[src/rtl/feature_scan_addr_gen.sv]
// Frame scan address generator: walks channel, then column, then row, and emits one
// linear buffer address per beat over valid/ready, pulsing done after the last beat.
module feature_scan_addr_gen #(
  parameter int IMG_W  = 640,
  parameter int IMG_H  = 640,
  parameter int CH     = 3,
  parameter int ADDR_W = 21
) (
  input  logic              i_clk,
  input  logic              i_reset,
  input  logic              i_start,
  input  logic              i_abort,
  input  logic              i_out_ready,
  output logic              o_out_valid,
  output logic [ADDR_W-1:0] o_addr,
  output logic [1:0]        o_ch,
  output logic [9:0]        o_col,
  output logic [9:0]        o_row,
  output logic              o_eol,
  output logic              o_eof,
  output logic              o_busy,
  output logic              o_done
);

  localparam logic [1:0] CH_LAST  = 2'(CH - 1);
  localparam logic [9:0] COL_LAST = 10'(IMG_W - 1);
  localparam logic [9:0] ROW_LAST = 10'(IMG_H - 1);

  typedef enum logic [1:0] {S_IDLE, S_RUN, S_DONE} state_t;

  state_t              r_state, w_state;
  logic                r_valid, w_valid;
  logic [ADDR_W-1:0]   r_addr, w_addr;
  logic [1:0]          r_ch, w_ch;
  logic [9:0]          r_col, w_col;
  logic [9:0]          r_row, w_row;
  logic                r_done, w_done;
  logic                w_clr, w_xfer, w_eol, w_eof;

  // Beat flags decode the registered indices so they line up with the beat on the bus.
  assign w_xfer = r_valid & i_out_ready;
  assign w_eol  = r_valid && (r_ch == CH_LAST) && (r_col == COL_LAST);
  assign w_eof  = w_eol && (r_row == ROW_LAST);

  always_comb begin
    w_state = r_state;
    w_valid = r_valid;
    w_addr  = r_addr;
    w_ch    = r_ch;
    w_col   = r_col;
    w_row   = r_row;
    w_done  = 1'b0;
    w_clr   = 1'b0;
    case (r_state)
      S_IDLE: begin
        if (i_start) begin
          w_state = S_RUN;
          w_valid = 1'b1;
          w_clr   = 1'b1;
        end
      end
      S_RUN: begin
        if (i_abort) begin
          w_state = S_IDLE;
          w_valid = 1'b0;
          w_clr   = 1'b1;
        end else if (w_xfer) begin
          if (w_eof) begin
            w_state = S_DONE;
            w_valid = 1'b0;
            w_done  = 1'b1;
            w_clr   = 1'b1;
          end else begin
            w_addr = r_addr + ADDR_W'(1);
            if (r_ch == CH_LAST) begin
              w_ch = 2'd0;
              if (r_col == COL_LAST) begin
                w_col = 10'd0;
                w_row = r_row + 10'd1;
              end else begin
                w_col = r_col + 10'd1;
              end
            end else begin
              w_ch = r_ch + 2'd1;
            end
          end
        end
      end
      S_DONE: begin
        // start and abort both land in IDLE here; start must be re-presented there.
        w_state = S_IDLE;
        w_clr   = 1'b1;
      end
      default: begin
        w_state = S_IDLE;
        w_valid = 1'b0;
        w_clr   = 1'b1;
      end
    endcase
    if (w_clr) begin
      w_addr = '0;
      w_ch   = '0;
      w_col  = '0;
      w_row  = '0;
    end
  end

  always_ff @(posedge i_clk) begin
    if (!i_reset) begin
      r_state <= S_IDLE;
      r_valid <= 1'b0;
      r_addr  <= '0;
      r_ch    <= '0;
      r_col   <= '0;
      r_row   <= '0;
      r_done  <= 1'b0;
    end else begin
      r_state <= w_state;
      r_valid <= w_valid;
      r_addr  <= w_addr;
      r_ch    <= w_ch;
      r_col   <= w_col;
      r_row   <= w_row;
      r_done  <= w_done;
    end
  end

  assign o_out_valid = r_valid;
  assign o_addr      = r_addr;
  assign o_ch        = r_ch;
  assign o_col       = r_col;
  assign o_row       = r_row;
  assign o_eol       = w_eol;
  assign o_eof       = w_eof;
  assign o_busy      = (r_state == S_RUN);
  assign o_done      = r_done;

endmodule
[config.mk]
export PLATFORM = sky130hd
export DESIGN_NAME = feature_scan_addr_gen
export DESIGN_NICKNAME = d
export VERILOG_FILES = /design/src/rtl/feature_scan_addr_gen.sv
export SDC_FILE = /design/constraint.sdc
export NUM_CORES = 1
export LEC_CHECK = 0
export BUFFER_PORTS_ARGS = -buffer_cell sky130_fd_sc_hd__buf_2
export CORE_ASPECT_RATIO = 0.5
export CORE_UTILIZATION = 55
export CTS_BUF_LIST = sky130_fd_sc_hd__clkbuf_8
export DETAILED_ROUTE_END_ITERATION = 6
export GPL_TIMING_DRIVEN = 0
export PLACE_DENSITY = 0.82
export RECOVER_POWER = 50
export SLEW_MARGIN = 10
export SYNTH_ARGS = -nofsm -noshare
export SYNTH_HDL_FRONTEND = slang
export SYNTH_SLANG_ARGS = --single-unit
[constraint.sdc]
create_clock -name i_clk -period 5.9 [get_ports i_clk]
set_clock_uncertainty 0.2 [all_clocks]
set_input_delay 0.59 -clock i_clk [delete_from_list [all_inputs] [get_ports i_clk]]
set_output_delay 0.59 -clock i_clk [all_outputs]
set_load 0.02 [all_outputs]
After elaboration in Yosys (flattened, before gate mapping)

Index checks and enable logic that the tools add are counted.

Add/subtract/negate cells: 4
Multipliers: 0
Div/mod/pow operators: 0
Magnitude comparators: 0
Equality and inequality tests: 8
Shift-type cells: 0
Multiplexer cells: 17
Bitwise logic cells: 6
Reduce and logical (&&, ||, !) cells: 11

Operators by type and width:

| kind                    | number |
|---|---|
| $add A21 B1 Y21 const B | 1 |
| $add A10 B1 Y10 const B | 2 |
| $eq A10 B10 Y1 const B  | 2 |
| $mux W10                | 1 |
| $mux W2                 | 5 |
| $mux W1                 | 8 |
| $reduce_and A4 Y1       | 2 |
| $reduce_and A6 Y1       | 1 |
| $not A1 Y1              | 5 |
| $reduce_and A5 Y1       | 1 |
| $eq A2 B2 Y1 const B    | 2 |
| $pmux W2 S2             | 1 |
| $logic_and A1 B1 Y1     | 3 |
| $ne A3 B2 Y1 const B    | 1 |
| $ne A3 B3 Y1 const B    | 1 |
| $pmux W1 S3             | 1 |
| $reduce_and A3 Y1       | 1 |
| $reduce_or A3 Y1        | 1 |
| $add A2 B1 Y2 const B   | 1 |
| $eq A2 B1 Y1 const B    | 1 |
| $logic_not A2 Y1        | 1 |
| $ne A2 B2 Y1 const B    | 1 |
| $pmux W1 S2             | 1 |
| $reduce_or A2 Y1        | 1 |
| $and A1 B1 Y1           | 1 |

Bits in registers: 47
Bits in latches: 0
Bits in writable memories: 0
Bits in read-only memories: 0
Input bits: 5
Output and inout bits: 48
Word-level logic and storage cells: 53
Memories kept: 0

Logic depth before layout (Yosys ltp)

Gate-level depths: netlist of the first run.

Depth in word-level cells: 9
Mapped depth: 8
Gate-level depth less buffers: 6

Worst setup path after synthesis of the first run

OpenSTA, ideal clock, no wires.

Path kind: reg2out
Start: register r_col[0], in the netlist o_col[0]
End: output o_eof
Data arrival time: 1558 ps
Data required time: 5110 ps
Setup slack: 3552 ps
Stages on the path, launching flop included: 5
Buffers on the path: 0
Cell sequence: dfxtp_1 -> ha_1 -> and4bb_2 -> nand4_1 -> nor2_1

Cells in the longest elaborated chain, start to end: 3

Ends and longest elaborated chain:

| what                     | RTL line | text |
|---|---|---|
| start: declaration       | 35       | `logic [9:0] r_col, w_col;` |
| start signal: assignment | 122      | `r_col <= w_col;` |
| $eq A10 B10 Y1           | 42       | `assign w_eol = r_valid && (r_ch == CH_LAST) && (r_col == COL_LAST);` |
| $logic_and A1 B1 Y1      | 42       |  |
| $logic_and A1 B1 Y1      | 43       | `assign w_eof = w_eol && (r_row == ROW_LAST);` |
| end: declaration         | 20       | `output logic o_eof,` |

Every way passes these cells.

Worst setup path after layout of the first run

Ends and elaborated chain as after synthesis.

==> results of run 1 <==
[flip-flops by register name (all words and copies together), names as in the netlist]
name,count
o_ch,2
o_addr,21
o_col,10
o_done,1
r_state,2
o_row,10
o_out_valid,1
[worst min-delay path: cells and delay by family (launching register included)]
| kind | cells | cell delay [ns] |
|---|---|---|
| DFF | 1 | 0.33 |
| AOI/OAI and AO/OA | 2 | 0.13 |
[final cells by class]
class | instances | area (sq um) | area share [%]
repair buffers | 52 | 202.7 | 7.222
multi-input cells | 210 | 1418 | 50.51
well taps | 54 | 67.56 | 2.407
plain buffers | 15 | 85.08 | 3.032
clock buffers | 5 | 68.82 | 2.452
flip-flops and latches | 47 | 940.9 | 33.53
clock inverters | 3 | 16.27 | 0.5796
inverters | 2 | 7.507 | 0.2675
[worst paths after layout]
path,from,to,slack [ns],cells after the start
max reg2reg,o_row[0]$_SDFFE_PP0P_,o_col[2]$_SDFFE_PP0P_,3.20,8
min reg2reg,o_addr[13]$_SDFFE_PP0P_,o_addr[13]$_SDFFE_PP0P_,0.30,2
min,o_addr[13]$_SDFFE_PP0P_,o_addr[13]$_SDFFE_PP0P_,0.30,2
max,o_col[0]$_SDFFE_PP0P_,o_eof,2.88,5
[layer usage]
| layer | part of all wire, % | GRT usage [%] | vias to the layer above |
|---|---|---|---|
| met2 | 45 | 43.62 | 115 |
| met4 | 1.5 | 10.05 | 0 |
| met3 | 9.0 | 6.231 | 11 |
| met1 | 45 | 38.81 | 1137 |
| li1 | - | - | 1128 |
| met5 | 0 | 0 | - |
[cell usage in the layout (no fill, tap or decap), drive strengths merged, types with 9 or more instances in the layout]
cell type / netlist / layout
clkbuf: 2 / 53
nor2: 26 / 26
buf: 13 / 19
nand2: 17 / 17
o2111ai: 11 / 11
and3: 12 / 12
dfxtp: 47 / 47
nand4: 9 / 9
xor2: 18 / 18
or3: 11 / 11
a21oi: 19 / 19
o21ai: 18 / 18
[kinds of logic (layout without fill, tap and decap cells)]
logic type	count (synthesis)	count (layout)	synth area share [%]
simple gates	125	125	32.77
flops	47	47	38.39
buf+inv	17	77	3.777
mux	1	1	0.4084
compound gates	56	56	14.19
xor+xnor	25	25	8.933
fa+ha+maj	3	3	1.532
[per-stage QoR]
stage	util (%)	setup slack, ns	std cells
floorplan	-	3.552	274
global placement	68.05	3.355	380
detailed placement	68.05	3.266	380
CTS	70.13	2.972	388
global route	68.72	2.788	388
finish	68.72	2.884	388
[report_power, final]
group	internal (mW)	switching (mW)	total, mW
logic	0.00702	0.0166	0.0236
clock network	0.0813	0.113	0.194
registers	0.318	0.00180	0.320
total	0.406	0.132	0.538
==> impl_metrics.csv, run 1 <==
group,metric,value,unit
status,status,"finished, final reports clean",
cts,holdBufCountCts,0,
synthesis,synth.yosys.seq_area_share,38.39,%
sta,max_freq,331.5,MHz
placed_design,dpl-instance-area,2779,sq um
routing,vias,2391,
grt,antenna_found_initial,0,
layout,n_fill_cell,355,
cts,cts_setup_buffers,0,
sta,fin_tns_setup,0,ns
power,p_leak,0.9439,nW
sta,hold_ws,0.2990,ns
worst_hold_path,hp-class,"reg2reg",
synthesis,synth_common_cells,"dfxtp_1, nor2_1, a21oi_1",
routing,drtIter0Drc,152,
cts,clk_latency,0.31,ns
critical_path,cp_cell_sequence,"ha_1, and4bb_1, nand4_1, nor2_1, buf_2",
routing,detailedRoute.firstPassIterationCount,4,
floorplanning,die_area,4744,sq um
floorplanning,start_util,60.02,%
grt,grt_pass1_wl,10230,microns
sta,setup_viol,0,
sta,fin_crit,3.016,ns
sta,finalMaxSlewViolations,0,
flow_run,cap_violations,0,
synthesis,synth_edf_count,0,
synthesis,yosys_most_used_dff,"dfxtp_1",
routing,via_per_inst,6.162,
critical_path,critical_path_buf_inv_count,1,
cts,htree_levels,2,
sta,rsz0062_at_grt,"false",
sta,period_share,51.12,%
synthesis,synth_top_area_share,38.39,%
grt,grt_overflow,0,
critical_path,critical_path_peak_fanout,6,
cts,cts.clk_slew.worst_paths,0.09,ns
grt,grtUsageTotal,28.27,%
floorplanning,die_h,49.21,microns
floorplanning,core_area,4084,sq um
placed_design,io_buffers,52,
power,power.total,0.5379,mW
critical_path,cp.required,5.11,ns
critical_path,end_kind,"primary output",
synthesis,syn-cell-area,2451,sq um
sta,slew_headroom,70.43,%
layout,stdcell_area,2806,sq um
sta,hold_viol,0,
routing,routed_wl,6145,microns
sta,worstMarginPinSlew,0.4425,ns
layout,layout-drive-gt1-share,11.38,%
critical_path,arrival,2.23,ns
cts,cts_buffer_depth,2,
routing,wl_per_cell,15.84,microns
synthesis,yosysMostFrequentCell,"dfxtp_1",
floorplanning,ios,53,
routing,drc,0,
cts,cts_resized,0,
placed_design,gp_routability_congestion,0.8444,
critical_path,worst_setup_path_start_kind,"flop",
synthesis,ys_ff_latch,47,
power,power_density,191.7,nW/um^2
cts,cts.sinks,47,
synthesis,synth_nets,282,
cts,cts_tree,"yes",
synthesis,yosysWarnings,0,
cts,cts_buffers,5,
grt,grt_max_degree,15,
placed_design,dp_hpwl,4537,microns
critical_path,crit_family,"simple AND/OR/NAND/NOR gates",
power,vdd_drop_max,0.0001054,V
critical_path,critical-path-max-stage-delay,0.39,ns
synthesis,synthArstFlopShare,0,%
synthesis,synth_top_area_cell,"dfxtp_1",
synthesis,ys_types,47,
grt,grt_pass1_vias,2201,
critical_path,path_class,"reg2out",
floorplanning,fp.dieW,96.41,microns
synthesis,syn_inst,274,
cts,root_buffer,"clkbuf_8",
routing,antenna_left,0,
layout,syn_to_final_growth,14.50,%
synthesis,ys_top_cells_by_area,"dfxtp_1, xor2_1, a21oi_1, nor2_1, o2111ai_1",
synthesis,syn_area_per_cell,8.946,sq um
critical_path,crit_path_top_delay_cell,"dfxtp_1",
floorplanning,num_rows,16,
layout,diodes,0,
layout,finish.net_count,341,
(Power assumes the default switching activity.)
==> run 2, diff against run 1 <==
--- a/config.mk
+++ b/config.mk
@@ -5,13 +5,14 @@
 export SDC_FILE = /design/constraint.sdc
 export NUM_CORES = 1
 export LEC_CHECK = 0
+export ABC_AREA = 1
 export BUFFER_PORTS_ARGS = -buffer_cell sky130_fd_sc_hd__buf_2
 export CORE_ASPECT_RATIO = 0.5
-export CORE_UTILIZATION = 55
+export CORE_UTILIZATION = 53
 export CTS_BUF_LIST = sky130_fd_sc_hd__clkbuf_8
 export DETAILED_ROUTE_END_ITERATION = 6
 export GPL_TIMING_DRIVEN = 0
-export PLACE_DENSITY = 0.82
+export PLACE_DENSITY = 0.79
 export RECOVER_POWER = 50
 export SLEW_MARGIN = 10
 export SYNTH_ARGS = -nofsm -noshare
==> constraint.sdc (replaced) <==
create_clock -name i_clk -period 2.5 [get_ports i_clk]
set_clock_uncertainty 0.2 [all_clocks]
set_input_delay 0.25 -clock i_clk [delete_from_list [all_inputs] [get_ports i_clk]]
set_output_delay 0.25 -clock i_clk [all_outputs]
set_load 0.02 [all_outputs]
==> run 2 against run 1 <==
First-iteration DRC count is 11% higher. Utilization down 3.9 points. Clock power rose to 2.6 times the previous value. Critical path depth increased by 1. Sequential power increased by 140%. Flip-flop and latch count unchanged. Via count grew 28%. Combinational power grew to 3.8 times the previous value.
==> impl_metrics.csv, run 2 <==
group,metric,value,unit
synthesis,yosysWarnings,0,
routing,drc,0,
routing,routed_wl,6884,microns
cts,cts_tree,"yes",
floorplanning,start_util,57.68,%
layout,finish.net_count,574,
worst_hold_path,hp-class,"in2reg",
status,status,"finished, final reports clean",
synthesis,yosys_most_used_dff,"dfxtp_1",
placed_design,dp_hpwl,5246,microns
grt,grt_pass1_vias,2602,
sta,worstMarginPinSlew,0.4259,ns
synthesis,synth_common_cells,"nand2_1, inv_1, nor2_1",
synthesis,yosysMostFrequentCell,"nand2_1",
critical_path,arrival,1.79,ns
floorplanning,num_rows,19,
critical_path,r2r-start,"o_addr[0]$_SDFFE_PP0P_",
floorplanning,fp.dieW,113.7,microns
placed_design,dpl-instance-area,3670,sq um
sta,setup_viol,0,
sta,rsz0062_at_grt,"false",
placed_design,gp_routability_congestion,0.8709,
routing,via_per_inst,4.716,
synthesis,synth.yosys.seq_area_share,28.47,%
floorplanning,core_area,5729,sq um
grt,grt_overflow,0,
worst_hold_path,worstHoldStart,"i_reset",
critical_path,critical_path_peak_fanout,7,
routing,wl_per_cell,10.57,microns
synthesis,synth_nets,514,
layout,utilization,64.84,%
synthesis,synth_top_area_cell,"dfxtp_1",
layout,diodes,0,
floorplanning,ios,53,
synthesis,syn-cell-area,3304,sq um
cts,root_buffer,"clkbuf_8",
floorplanning,die_area,6574,sq um
cts,cts_setup_buffers,0,
synthesis,ys_types,29,
power,p_leak,1.484,nW
layout,layout_commonest_cell,"nand2_1",
layout,stdcell_area,3715,sq um
sta,finalMaxSlewViolations,0,
synthesis,syn_area_per_cell,6.530,sq um
cts,cts_buffers,5,
sta,hold_ws,0.02547,ns
critical_path,end_kind,"primary output",
layout,layout-drive-gt1-share,16.58,%
routing,drtIter0Drc,168,
placed_design,io_buffers,52,
grt,grtUsageTotal,22.69,%
critical_path,cp.required,2.05,ns
floorplanning,die_h,57.84,microns
power,vdd_drop_max,0.0002075,V
cts,cts.clk_slew.worst_paths,0.09,ns
cts,cts_buffer_depth,2,
sta,finalWorstSetupSlack,0.2596,ns
sta,slew_headroom,71.50,%
critical_path,worst_setup_path_start_kind,"flop",
sta,fin_crit,2.240,ns
routing,vias,3070,
critical_path,worstSetupStartpoint,"o_row[0]$_SDFFE_PP0P_",
power,power.total,1.349,mW
synthesis,ys_ff_latch,47,
layout,largest_register_ffs,21,
synthesis,synthArstFlopShare,0,%
sta,fin_tns_setup,0,ns
sta,period_share,89.62,%
placed_design,pre_cts_slack,0.3438,ns
synthesis,syn_inst,506,
synthesis,synth_edf_count,0,
placed_design,dp.cells,642,
grt,grt_pass1_wl,11740,microns
synthesis,ys_top_cells_by_area,"dfxtp_1, nand2_1, nor2_2, inv_1, nor2_1",
synthesis,synth_top_area_share,28.47,%
critical_path,path_class,"reg2out",
layout,syn_to_final_growth,12.42,%
power,power_density,363.2,nW/um^2
routing,antenna_left,0,
cts,holdBufCountCts,1,
grt,antenna_found_initial,0,
layout,n_fill_cell,575,
sta,hold_viol,0,
sta,max_freq,446.4,MHz
layout,layout_common_cells,"nand2_1, inv_1, nor2_1, dfxtp_1, clkbuf_1",
cts,cts.sinks,47,
cts,htree_levels,2,
layout,finalNonFillerCells,651,
flow_run,cap_violations,0,
cts,clk_latency,0.31,ns
grt,grt_max_degree,15,
cts,cts_resized,0,
routing,detailedRoute.firstPassIterationCount,4,
-- run 2: cell count changes in the layout (fill, tap and decap cells not counted), moves of 10 or more --
cell,before,now
inv_1,3,72
nor2_2,1,42
nor2_1,24,50
and3_1,12,0
a21oi_1,19,3
nand2_1,17,175
o2111ai_1,10,0
nand3_1,8,32
o21ai_0,17,5
buf_2,17,6
or3_1,11,0
-- run 2: layout make-up --
| type | instances | area, sq um | area share, % |
|---|---|---|---|
| clock buffer | 6 | 82.58 | 2.223 |
| tap | 84 | 105.1 | 2.829 |
| sequential | 47 | 940.9 | 25.33 |
| buffer | 11 | 155.1 | 4.176 |
| inverter | 77 | 289.0 | 7.780 |
| timing repair buffer | 53 | 212.7 | 5.726 |
| clock inverter | 2 | 12.51 | 0.3368 |
| multi-input combinational | 371 | 1917 | 51.60 |
-- run 2: cell families (layout without fill, tap and decap cells) --
group           count (synthesis)  in the layout  share of synthesized area (%)
xor+xnor                       26             26                          6.891
simple gates                  324            324                          46.46
compound gates                 18             18                          3.597
flops                          47             47                          28.47
fa+ha+maj                       3              3                          1.136
buf+inv                        88            149                          13.44
-- run 2: routing by layer --
layer	vias up	track usage, %	share of wire, %
met3	8	4.812	5.3
met2	72	37.54	43
met4	0	5.639	0.76
li1	1633	-	-
met1	1357	30.57	51
met5	-	0	0
-- run 2: power breakdown --
part | internal [mW] | leakage (nW) | switching [mW] | total, mW
Combinational | 0.0350 | 1.05 | 0.0554 | 0.0904
Sequential | 0.751 | 0.379 | 0.00324 | 0.754
Clock | 0.223 | 0.0526 | 0.281 | 0.505
Total | 1.01 | 1.48 | 0.340 | 1.35
-- run 2: path summary, 6_finish.rpt --
check             depth (start not counted)  slack, ns                       end
hold reg to reg                           3       0.36  o_out_valid$_SDFFE_PN0P_
setup / recovery                          6       0.26                     o_eof
hold / removal                            3       0.03  o_out_valid$_SDFFE_PN0P_
setup reg to reg                         10       0.29   o_addr[16]$_SDFFE_PP0P_
-- run 2: critical path: stages, from the launching register on --
cell and delay, ns:
dfxtp_1 0.46, ha_1 0.24, nand3_1 0.09, nor2_1 0.15, nand2_1 0.13, nor2_4 0.20
buf_2 0.20
